**config.mk**
```make
export PLATFORM = sky130hd
export DESIGN_NAME = tokens_rr_arb
export DESIGN_NICKNAME = d
export VERILOG_FILES = /design/src/rtl/tokens_arb_pkg.sv /design/src/rtl/tokens_rr_pick.sv /design/src/rtl/tokens_rr_arb.sv
export SDC_FILE = /design/constraint.sdc
export NUM_CORES = 1
export LEC_CHECK = 0
export CAP_MARGIN = 10
export CORE_UTILIZATION = 35
export CTS_CLUSTER_DIAMETER = 40
export CTS_CLUSTER_SIZE = 8
export DETAILED_ROUTE_END_ITERATION = 6
export PLACE_DENSITY = 0.72
export SYNTH_ARGS = -nofsm -noshare
export SYNTH_HDL_FRONTEND = slang
export SYNTH_SLANG_ARGS = --single-unit
```
**constraint.sdc**
```tcl
create_clock -name clk -period 4.55 [get_ports clk]
set_clock_uncertainty 0.1 [all_clocks]
set_input_delay 0.91 -clock clk [delete_from_list [all_inputs] [get_ports clk]]
set_output_delay 0.91 -clock clk [all_outputs]
set_load 0.05 [all_outputs]
```
**src/rtl/tokens_arb_pkg.sv**
```systemverilog
// Shared types and helpers for the tokens round-robin arbiter.
//   arb_state_e : arbiter FSM state (IDLE = free arbitration, LOCK = burst owner holds the sink)
//   rr_first()  : generic rotating first-one search used by the priority encoder
package tokens_arb_pkg;

    typedef enum logic [0:0] {
        IDLE = 1'b0,
        LOCK = 1'b1
    } arb_state_e;

    // Widest request vector rr_first() can search.
    localparam int unsigned MaxReq = 32;

    // Returns the first set index of req[n-1:0], searching ptr, ptr+1, ... modulo n.
    // Returns 0 when no bit is set; callers qualify with |req.
    function automatic int unsigned rr_first(input logic [MaxReq-1:0] req,
                                             input int unsigned       ptr,
                                             input int unsigned       n);
        int unsigned idx;
        logic        found;
        rr_first = 0;
        found    = 1'b0;
        for (int unsigned k = 0; k < MaxReq; k++) begin
            if (k < n) begin
                idx = ptr + k;
                // ptr < n and k < n, so one subtraction performs the wrap
                if (idx >= n) idx = idx - n;
                if (!found && req[idx]) begin
                    rr_first = idx;
                    found    = 1'b1;
                end
            end
        end
    endfunction

endpackage

```
**src/rtl/tokens_rr_pick.sv**
```systemverilog
// Combinational rotating-priority encoder.
//   req     : request vector, one bit per requester
//   ptr     : index holding highest priority this cycle
//   gnt     : first requesting index at or after ptr (wrapping)
//   gnt_vld : at least one request is present
module tokens_rr_pick
    import tokens_arb_pkg::*;
#(
    parameter  int unsigned N  = 4,
    localparam int unsigned IW = $clog2(N)
) (
    input  logic [N-1:0]  req,
    input  logic [IW-1:0] ptr,
    output logic [IW-1:0] gnt,
    output logic          gnt_vld
);

    logic [MaxReq-1:0] req_ext;
    int unsigned       first;

    always_comb begin
        req_ext        = '0;
        req_ext[N-1:0] = req;
        first          = rr_first(req_ext, 32'(ptr), N);
        gnt            = IW'(first);
        gnt_vld        = |req;
    end

endmodule

```
**src/rtl/tokens_rr_arb.sv**
```systemverilog
// Round-robin arbiter sharing one valid/ready sink between N requesters, with optional
// burst lock and a registered output stage (1-cycle latency, full throughput).
//   clk, rst_n        : clock, asynchronous active-low reset
//   src_vld/rdy/dat/lst : per-requester stream, requester i data at [i*DW +: DW]
//   dst_vld/rdy/dat/lst : merged output stream (registered)
//   dst_id            : index of the requester that produced the current beat
module tokens_rr_arb
    import tokens_arb_pkg::*;
#(
    parameter  int unsigned N    = 4,
    parameter  int unsigned DW   = 32,
    parameter  int unsigned MAXB = 8,
    localparam int unsigned IW   = $clog2(N)
) (
    input  logic            clk,
    input  logic            rst_n,
    input  logic [N-1:0]    src_vld,
    output logic [N-1:0]    src_rdy,
    input  logic [N*DW-1:0] src_dat,
    input  logic [N-1:0]    src_lst,
    output logic            dst_vld,
    input  logic            dst_rdy,
    output logic [DW-1:0]   dst_dat,
    output logic            dst_lst,
    output logic [IW-1:0]   dst_id
);

    localparam int unsigned CW = $clog2(MAXB) + 1;

    arb_state_e    state_q, state_d;
    logic [IW-1:0] ptr_q, ptr_d;
    logic [IW-1:0] owner_q, owner_d;
    logic [CW-1:0] cnt_q, cnt_d;

    logic          dst_vld_q;
    logic [DW-1:0] dst_dat_q;
    logic          dst_lst_q;
    logic [IW-1:0] dst_id_q;

    logic [IW-1:0] rr_gnt;
    logic          rr_gnt_vld;
    logic [IW-1:0] gnt;
    logic          gnt_vld;
    logic          ld;
    logic          xfer;

    tokens_rr_pick #(
        .N (N)
    ) u_pick (
        .req     (src_vld),
        .ptr     (ptr_q),
        .gnt     (rr_gnt),
        .gnt_vld (rr_gnt_vld)
    );

    // Output register can take a new beat when empty or being drained this cycle.
    assign ld = !dst_vld_q || dst_rdy;

    always_comb begin
        if (state_q == LOCK) begin
            // Owner keeps the sink even while its valid is low.
            gnt     = owner_q;
            gnt_vld = src_vld[owner_q];
        end else begin
            gnt     = rr_gnt;
            gnt_vld = rr_gnt_vld;
        end
    end

    always_comb begin
        src_rdy = '0;
        if (rst_n && ld && gnt_vld) src_rdy[gnt] = 1'b1;
    end

    assign xfer = |(src_vld & src_rdy);

    always_comb begin
        state_d = state_q;
        ptr_d   = ptr_q;
        owner_d = owner_q;
        cnt_d   = cnt_q;
        if (xfer) begin
            unique case (state_q)
                IDLE: begin
                    ptr_d = (gnt == IW'(N - 1)) ? '0 : gnt + 1'b1;
                    if (MAXB > 1 && !src_lst[gnt]) begin
                        state_d = LOCK;
                        owner_d = gnt;
                        cnt_d   = CW'(1);
                    end
                end
                LOCK: begin
                    // ptr already points past the owner, so release hands over fairly.
                    if (src_lst[gnt] || cnt_q == CW'(MAXB - 1)) begin
                        state_d = IDLE;
                        cnt_d   = '0;
                    end else begin
                        cnt_d = cnt_q + 1'b1;
                    end
                end
                default: ;
            endcase
        end
    end

    always_ff @(posedge clk or negedge rst_n) begin
        if (!rst_n) begin
            state_q <= IDLE;
            ptr_q   <= '0;
            owner_q <= '0;
            cnt_q   <= '0;
        end else begin
            state_q <= state_d;
            ptr_q   <= ptr_d;
            owner_q <= owner_d;
            cnt_q   <= cnt_d;
        end
    end

    always_ff @(posedge clk or negedge rst_n) begin
        if (!rst_n) begin
            dst_vld_q <= 1'b0;
            dst_dat_q <= '0;
            dst_lst_q <= 1'b0;
            dst_id_q  <= '0;
        end else if (xfer) begin
            dst_vld_q <= 1'b1;
            dst_dat_q <= src_dat[gnt*DW +: DW];
            dst_lst_q <= src_lst[gnt];
            dst_id_q  <= gnt;
        end else if (dst_rdy) begin
            dst_vld_q <= 1'b0;
        end
    end

    assign dst_vld = dst_vld_q;
    assign dst_dat = dst_dat_q;
    assign dst_lst = dst_lst_q;
    assign dst_id  = dst_id_q;

endmodule
```
; After elaboration in Yosys (flattened, before gate mapping)
; Cells that the tools add are included.
[op_classes]
shift = 1
n_eq_ne = 3
magnitude_cmp = 11
reduce_logical = 18
n_mux = 37
bitwise_logic = 3
addsub = 9
[ops]
columns = cell, n
row1 = 32-bit by 6-bit less-than comparator with 1-bit output (second input constant), 4
row2 = 32-bit 2-to-1 mux, 4
row3 = 128-bit by 8-bit indexed part select with 32-bit output, 1
row4 = 32-bit by 3-bit greater-or-equal comparator with 1-bit output (second input constant), 3
row5 = 32-bit by 3-bit subtractor with 32-bit output (second input constant), 3
row6 = 1-bit binary-select mux with 5-bit select, 4
row7 = 1-bit 2-to-1 mux, 15
row8 = 2-bit 2-to-1 mux, 6
row9 = 4-bit 2-to-1 mux, 3
row10 = 4-bit one-hot mux with 2 select lines, 1
row11 = 4-bit OR reduction, 2
row12 = 2-bit by 2-bit adder with 3-bit output (second input constant), 2
row13 = 1-bit logical AND, 6
row14 = 2-bit by 3-bit less-than comparator with 1-bit output (second input constant), 2
row15 = 4-bit by 1-bit adder with 4-bit output (second input constant), 1
row16 = 4-bit bitwise AND, 1
row17 = 1-bit binary-select mux with 2-bit select, 2
row18 = 4-bit by 3-bit equality test with 1-bit output (second input constant), 1
row19 = 1-bit logical NOT, 4
row20 = 2-bit AND reduction, 2
row21 = 2-bit by 3-bit subtractor with 4-bit output (second input constant), 1
row22 = 2-bit by 1-bit adder with 3-bit output (second input constant), 1
row23 = 2-bit by 3-bit greater-or-equal comparator with 1-bit output (second input constant), 1
row24 = 3-bit AND reduction, 1
row25 = other kinds (9), 11
[word_totals]
wordCells = 90
reg_bits = 45
in_bits = 139
output_inout_bits = 40

; Longest topological paths before layout
; Gate-level depths: netlist (run 1).
[depth]
ltp_word = 23
mapped_depth = 18
depth_no_buf = 13

; By module
; Synthesis (run 1) repeated with hierarchy kept, for this count alone.
[unflattened]
hier_cells = 459
area_unflattened_um2 = 3263.1
[by_module_without_submodules]
columns = mod, n_inst, seq_area_each_um2, area_per_inst_um2, cells_per_inst
row1 = tokens_rr_arb, 1, 1126.1, 2965.3, 424
row2 = tokens_rr_pick, 1, 0.0, 297.8, 35

; Worst setup path before layout (run 1)
; No wires, ideal clock.
[synth_timing]
path_kind = register -> output
from = register ptr_q[1]
to = output port src_rdy[3]
stages_incl_launch_ff = 12
n_path_buf = 3
t_arrival_ps = 3284
setup_slack_ps = 256
t_required_ps = 3540
path_cell_list = dfrtp_1 -> clkbuf_1 -> inv_1 -> ha_1 -> nand3b_1 -> a221oi_1 -> nor4_1 -> nor3_2 -> buf_6 -> buf_4 -> nand2_1 -> a21oi_1
[synth_between]
elab_chain_len = 20
word_cells_on_any_way = 43
cone_classes = add/sub (7) / order compare (6) / mux (23) / reduce/logical (7)
[synth_lines]
columns = element, line
row1 = start: declaration, tokens_rr_arb.sv:31  ; logic [IW-1:0] ptr_q, ptr_d;
row2 = start signal: assignment, tokens_rr_arb.sv:114  ; ptr_q <= ptr_d;
row3 = branches (longest 13 deep; another with 32-bit by 3-bit subtractor with 32-bit output), --
row4 = 2-bit 2-to-1 mux (*), tokens_arb_pkg.sv:28  ; if (!found && req[idx]) begin
row5 = 2-bit 2-to-1 mux (*), tokens_rr_arb.sv:60  ; if (state_q == LOCK) begin
row6 = 2-bit by 3-bit less-than comparator with 1-bit output (not written as such) / 2-bit by 1-bit greater-or-equal comparator with 1-bit output (equally long branches), tokens_rr_arb.sv:72  ; if (rst_n && ld && gnt_vld) src_rdy[gnt] = 1'b1;
row7 = 1-bit logical AND (not written as such), tokens_rr_arb.sv:72
row8 = 1-bit 2-to-1 mux (not written as such), tokens_rr_arb.sv:72
row9 = 1-bit demux with 2-bit select (*), tokens_rr_arb.sv:72
row10 = 4-bit 2-to-1 mux (*), tokens_rr_arb.sv:72
row11 = end: declaration, tokens_rr_arb.sv:18  ; output logic [N-1:0] src_rdy,
; Every way passes the cells marked *. The select of a mux whose other input is x is not followed.

; Worst setup path after layout (run 1)
[layout_timing]
from = input port src_vld[0]
to = output port src_rdy[2]
[layout_between]
elab_chain_len = 18
word_cells_on_any_way = 33
cone_classes = order compare (2) / mux (22) / reduce/logical (9)
[layout_lines]
columns = element, line
row1 = start: declaration, tokens_rr_arb.sv:17  ; input logic [N-1:0] src_vld,
row2 = 1-bit binary-select mux with 5-bit select, tokens_arb_pkg.sv:28
row3 = 1-bit 2-to-1 mux (not written as such), tokens_arb_pkg.sv:28
row4 = 1-bit 2-to-1 mux, tokens_arb_pkg.sv:28
row5 = 1-bit logical NOT, tokens_arb_pkg.sv:28
row6 = 1-bit logical AND, tokens_arb_pkg.sv:28
row7 = 1-bit 2-to-1 mux, tokens_arb_pkg.sv:28
row8 = 1-bit logical NOT, tokens_arb_pkg.sv:28
row9 = 1-bit logical AND, tokens_arb_pkg.sv:28
row10 = [2 not listed], --
row11 = 1-bit logical AND, tokens_arb_pkg.sv:28
row12 = 2-bit 2-to-1 mux, tokens_arb_pkg.sv:28
row13 = 2-bit 2-to-1 mux, tokens_rr_arb.sv:60
row14 = 2-bit by 3-bit less-than comparator with 1-bit output (not written as such) / 2-bit by 1-bit greater-or-equal comparator with 1-bit output (equally long branches), tokens_rr_arb.sv:72
row15 = 1-bit logical AND (not written as such), tokens_rr_arb.sv:72
row16 = 1-bit 2-to-1 mux (not written as such), tokens_rr_arb.sv:72
row17 = 1-bit demux with 2-bit select, tokens_rr_arb.sv:72
row18 = 4-bit 2-to-1 mux (*), tokens_rr_arb.sv:72
; Mark *: on every way between the ends. The rest lies on a longest branch, timed or not. The select of a mux whose other input is x is not followed.

==> reports/qor.csv, run 1 <==
metric,value,unit
outcome,finished clean,
CTS resizes,0,
cell family with most CP delay,compound AO/OA/AOI/OAI gates,
Final Util,57.3,%
pin count of the biggest net entering global routing,46,
dpl cell area,5460,µm²
Port Buffers,178,
DRT iter0 DRCs,76,
CP Capture Type,output pin,
Via Count,3115,
worst path buffer plus inverter count,2,
Post-CTS Setup Inserts,0,
TritonCTS clock tree,built,
GPL Wtd Cong,0.977,
R2R depth,13,
antenna violations before repair,0,
die area,10500,µm²
"FFs w/ async S/R, synth",100,%
Vias/cell,5.00,
DR WL/cell,15.7,µm
DIE HEIGHT,103,µm
crit-path cells,"clkdlybuf4s50_1, mux4_2, o2111a_2, o211a_1, o21ai_4, nand2_4, ha_1, and2_1, buf_4",
post-route ant nets,0,
row count,36,
synth top area cells,"dfrtp_1, mux2i_1, mux2_4",
fin area,5600,µm²
total gr overflow,0,
worst-path fanout max,10,
Slew headroom,58.1,%
iteration count of the initial detailed-routing pass,4,
clock sink count,45,
detailed-placement wirelength estimate,7810,µm
Root Driver,clkbuf_8,
All-Layer GR Usage,17.6,%
worst skew pair latency,280,ps
setup TNS,0,ps
number of enable flip-flop cells after synthesis,0,
core area,9770,µm²
I/O pins,179,
Non-Filler Instances,623,
crit path DAT,3320,ps
clock slew at reported path FFs,80,ps
hold buffers post-CTS,0,
placed cells,615,
critical path type,in -> out,
register bit count reported by yosys,45,
Yosys top cell area share,31.8,%
Peak VDD IR,0.000461,V
Synth Cell Area,3540,µm²
Worst setup SP type,primary input,
Avg Inst Size Synth,11.4,µm²
max cap viols,0,
H-tree Lvls,2,
DRC Markers,0,
vias in the first global route,3030,
maximum achievable frequency,231,MHz
Hold Crit Class,reg -> reg,
Ys Warns,0,
Clock Path Buffers,2,
sequential share of the synthesized area,31.8,%
fin nets,635,
Commonest cells post-synth,"mux2i_1, dfrtp_1, mux2_4",
post-synth cell types,47,
Detailed Route WL,9790,µm
Worst Path Required,3540,ps
Lkg Pwr,0.00255,µW
prevailing post-synth register cell,dfrtp_1,
depth of the worst hold-timing path,2,
Final Hold Viols,0,
total CTS buffers,5,
Post-Synthesis Net Count,455,
Setup-failing EPs final,0,
P per Cell Area,875,nW/µm²
RSZ-0062 raised after global routing,false,
Critical Path Max Stage Delay,530,ps
Die X,103,µm
min Tclk post-route,4330,ps
antenna cells,0,
Final Cycle Share,95.3,%
area growth from synthesis to layout,58.4,%
worst hold slack,405,ps
share of cells above drive strength 1,15.1,%
"area leader, netlist",dfrtp_1,
"Slowest-stage cell, CP",clkdlybuf4s50_1,
Worst Tran Pin Value,629,ps
initial core utilization,36.2,%
most common cell in the netlist,mux2i_1,
Worst path depth,9,
Pins Over Slew Limit,0,
Mapped Cells,309,
first-pass GRT wire length,14500,µm
routing by layer:
layer	GRT usage, %	up-vias	routed length (µm)
met5	0	-	0
met4	3.74	0	56
met3	3.53	4	796
met2	31.9	130	4940
met1	21.5	1480	4000
li1	-	1501	-
worst min-delay path, cell delays in order, from the launching register on:
cell and delay, ps:
dfrtp_1 360, nand2_1 60, nand2_1 60
power breakdown:
part	leakage (µW)	switching [µW]	internal [µW]	total (µW)
logic	0.00195	2020	1770	3790
registers	0.000532	143	612	755
clock network	0.0000687	136	221	357
cells by family (layout without fill, tap and decap cells):
group / after synthesis / after routing / synth area share, %
adders and majority gates: 7 / 7 / 2.48
DFF: 45 / 45 / 31.8
AOI/OAI and AO/OA: 36 / 36 / 8.14
and+or+nand+nor: 57 / 57 / 8.14
muxes: 138 / 138 / 44.1
buffers and inverters: 26 / 207 / 5.31
cell usage in the layout (no fill, tap or decap), types with 4 or more instances in the layout:
cell             count
nand2b_1             4
o21ai_0              4
nor3_1               6
buf_4               15
clkbuf_8             5
nand3_1              4
a21oi_1              5
inv_1                6
a22o_1               4
mux2_4              32
nand2_1             16
ha_1                 7
clkdlybuf4s50_1    173
dfrtp_1             45
nor2_1              12
mux2i_1            101
final cells by class:
| class | instances | area [µm²] |
|---|---|---|
| timing repair buffer | 192 | 1910 |
| tap | 133 | 166 |
| clock buffer | 5 | 68.8 |
| multi-input combinational | 238 | 2230 |
| clock inverter | 3 | 68.8 |
| fill | 874 | 4170 |
| sequential | 45 | 1130 |
| inverter | 7 | 26.3 |
registers in the layout, indices dropped and copies added, names as in the netlist:
| signal | cells |
|---|---|
| dst_vld | 1 |
| dst_dat | 32 |
| cnt_q | 4 |
| state_q | 1 |
| ptr_q | 2 |
| dst_id | 2 |
| dst_lst | 1 |
| owner_q | 2 |
final timing paths:
path | to | startpoint | slack (ps)
setup / recovery | src_rdy[2] | src_vld[0] | 220
hold / removal | dst_lst | dst_lst | 400
setup reg to reg | dst_dat[22] | ptr_q[1] | 990
hold reg to reg | dst_lst | dst_lst | 400
max in group asynchronous | state_q | rst_n | 3330
min in group asynchronous | dst_id[0] | rst_n | 630
through the flow:
stage	power (µW)	worst slack [ps]
3_5_place_dp	4580	222
5_1_grt	5200	62.4
6_report	4900	216
3_3_place_gp	4530	291
4_1_cts	4950	236
2_1_floorplan	3680	256
Note: power is estimated with default switching activity, not from simulation.
==> inputs of run 2 (changes only) <==
--- a/config.mk
+++ b/config.mk
@@ -6,6 +6,7 @@
 export NUM_CORES = 1
 export LEC_CHECK = 0
 export CAP_MARGIN = 10
+export CORE_MARGIN = 2
 export CORE_UTILIZATION = 35
 export CTS_CLUSTER_DIAMETER = 40
 export CTS_CLUSTER_SIZE = 8
==> reports/qor.csv, run 2 (same netlist as run 1, synthesis figures left out) <==
metric,value,unit,change
GPL Wtd Cong,0.897,,was 0.977
die area,10900,µm²,was 10500 µm²
worst skew pair latency,300,ps,was 280 ps
outcome,finished clean,,unchanged
critical path type,in -> out,,unchanged
I/O pins,179,,unchanged
Setup WS post-layout,191,ps,was 216 ps
RSZ-0062 raised after global routing,false,,unchanged
iteration count of the initial detailed-routing pass,4,,unchanged
Pins Over Slew Limit,0,,unchanged
worst-path fanout max,8,,was 10
detailed-placement wirelength estimate,7890,µm,was 7810 µm
Slew headroom,57.2,%,was 58.1%
FF/Latch Area,1130,µm²,unchanged
wire length on met1,4150,µm,was 4000 µm
clock slew at reported path FFs,80,ps,about the same
total gr overflow,0,,unchanged
Hold Crit Class,reg -> reg,,unchanged
antenna violations before repair,0,,unchanged
clock sink count,45,,unchanged
Peak VDD IR,0.000486,V,was 0.000461 V
Root Driver,clkbuf_8,,unchanged
All-Layer GR Usage,17.9,%,was 17.6%
Setup crit end,src_rdy[2],,unchanged
area of the multi-input gates,2230,µm²,unchanged
post-route ant nets,0,,unchanged
crit path DAT,3350,ps,was 3320 ps
min Tclk post-route,4360,ps,was 4330 ps
Final Cycle Share,95.8,%,was 95.3%
CTS resizes,0,,unchanged
Clock Path Buffers,2,,unchanged
antenna cells,0,,unchanged
share of cells above drive strength 1,14.2,%,was 15.1%
P per Cell Area,858,nW/µm²,was 875 nW/µm²
TritonCTS clock tree,built,,unchanged
DRC Markers,0,,unchanged
metal3 WL,806,µm,was 796 µm
pin count of the biggest net entering global routing,46,,unchanged
DRT iter0 DRCs,141,,was 76
setup slack at placement,238,ps,was 222 ps
total CTS buffers,5,,unchanged
hold buffers post-CTS,0,,unchanged
placed cells,611,,was 615
Non-Filler Instances,619,,was 623
Via Count,3092,,was 3115
Worst Tran Pin Value,636,ps,was 629 ps
Post-CTS Setup Inserts,0,,unchanged
CP Capture Type,output pin,,unchanged
DIE HEIGHT,105,µm,was 103 µm
Largest register FFs,32,,unchanged
Detailed Route WL,9950,µm,was 9790 µm
Routed met2 length,4930,µm,was 4940 µm
Vias/cell,5.00,,about the same
first-pass GRT wire length,16000,µm,was 14500 µm
Lkg Pwr,0.00251,µW,was 0.00255 µW
r2r setup slk,620,ps,was 990 ps
Worst Path Required,3540,ps,about the same
core area,9770,µm²,unchanged
R2R depth,14,,was 13
Final Hold Viols,0,,unchanged
Max Used Layer,met4,,unchanged
area growth from synthesis to layout,56.3,%,was 58.4%
"commonest cells after routing, fill and taps aside","clkdlybuf4s50_1, mux2i_1, dfrtp_1",,unchanged
maximum achievable frequency,229,MHz,was 231 MHz
Die X,105,µm,was 103 µm
row count,36,,unchanged
DR WL/cell,16.1,µm,was 15.7 µm
launching point of the worst reg2reg path,ptr_q[0],,was ptr_q[1]
fill count,877,,was 874
Setup-failing EPs final,0,,unchanged
CP startpoint,src_vld[1],,was src_vld[0]
H-tree Lvls,2,,unchanged
Port Buffers,178,,unchanged
"commonest non-fill, non-tap cell in the layout",clkdlybuf4s50_1,,unchanged
max cap viols,0,,unchanged
Worst setup SP type,primary input,,unchanged
setup TNS,0,ps,unchanged
vias in the first global route,3153,,was 3030
Worst R2R End,cnt_q[3],,was dst_dat[22]
fin nets,631,,was 635
initial core utilization,36.2,%,unchanged
run 2: cell count changes in the layout (fill, tap and decap cells not counted):
cell	change
inv_6	-1
clkbuf_1	+1
clkinv_2	+2
buf_12	+1
buf_4	-5
bufinv_16	-2
run 2: worst max-delay path, stage by stage:
cell             delay [ps]
clkdlybuf4s50_1         530
mux2_1                  350
nand3b_1                140
a221oi_1                120
nor4_1                  580
nor3_4                  120
inv_1                   100
ha_1                    170
and2_1                  180
buf_12                  150
run 2: final cells by class:
type,instances,area share [%]
Multi-Input combinational cell,238,40.4
Timing Repair Buffer,188,34.2
Sequential cell,45,20.4
Tap cell,133,3.01
Clock buffer,6,1.31
Inverter,7,0.475
Clock inverter,2,0.181
run 2: worst min-delay path by stage:
stage | start | to | slack [ps] | cells after the start
after global routing | dst_dat[30] | dst_dat[30] | 440 | 1
after global placement | dst_id[0] | dst_id[0] | 360 | 2
after detailed placement | dst_id[0] | dst_id[0] | 380 | 2
final | dst_id[0] | dst_id[0] | 380 | 2
after floorplan | cnt_q[1] | cnt_q[1] | 400 | 1
after CTS | dst_id[0] | dst_id[0] | 390 | 2
run 2: report_power, final:
group / internal [µW] / leakage [µW] / switching [µW]
Combinational: 1740 / 0.00193 / 1980
Clock: 107 / 0.0000450 / 132
Sequential: 612 / 0.000532 / 173
run 2: stage by stage:
step / hold slack, ps / instance area (µm²) / utilization [%] / power (µW)
floorplan: 401 / 3540 / - / 3680
global placement: 364 / 5450 / 55.7 / 4490
detailed placement: 376 / 5450 / 55.7 / 4530
CTS: 395 / 5530 / 56.6 / 4790
global route: 437 / 5530 / 56.6 / 5030
finish: 384 / 5530 / 56.6 / 4740
run 2: per-layer routing:
layer / global-route usage (%) / up-vias
li1: - / 1489
met1: 21.5 / 1457
met2: 31.9 / 141
met3: 5.39 / 5
met4: 2.90 / 0
met5: 0 / -
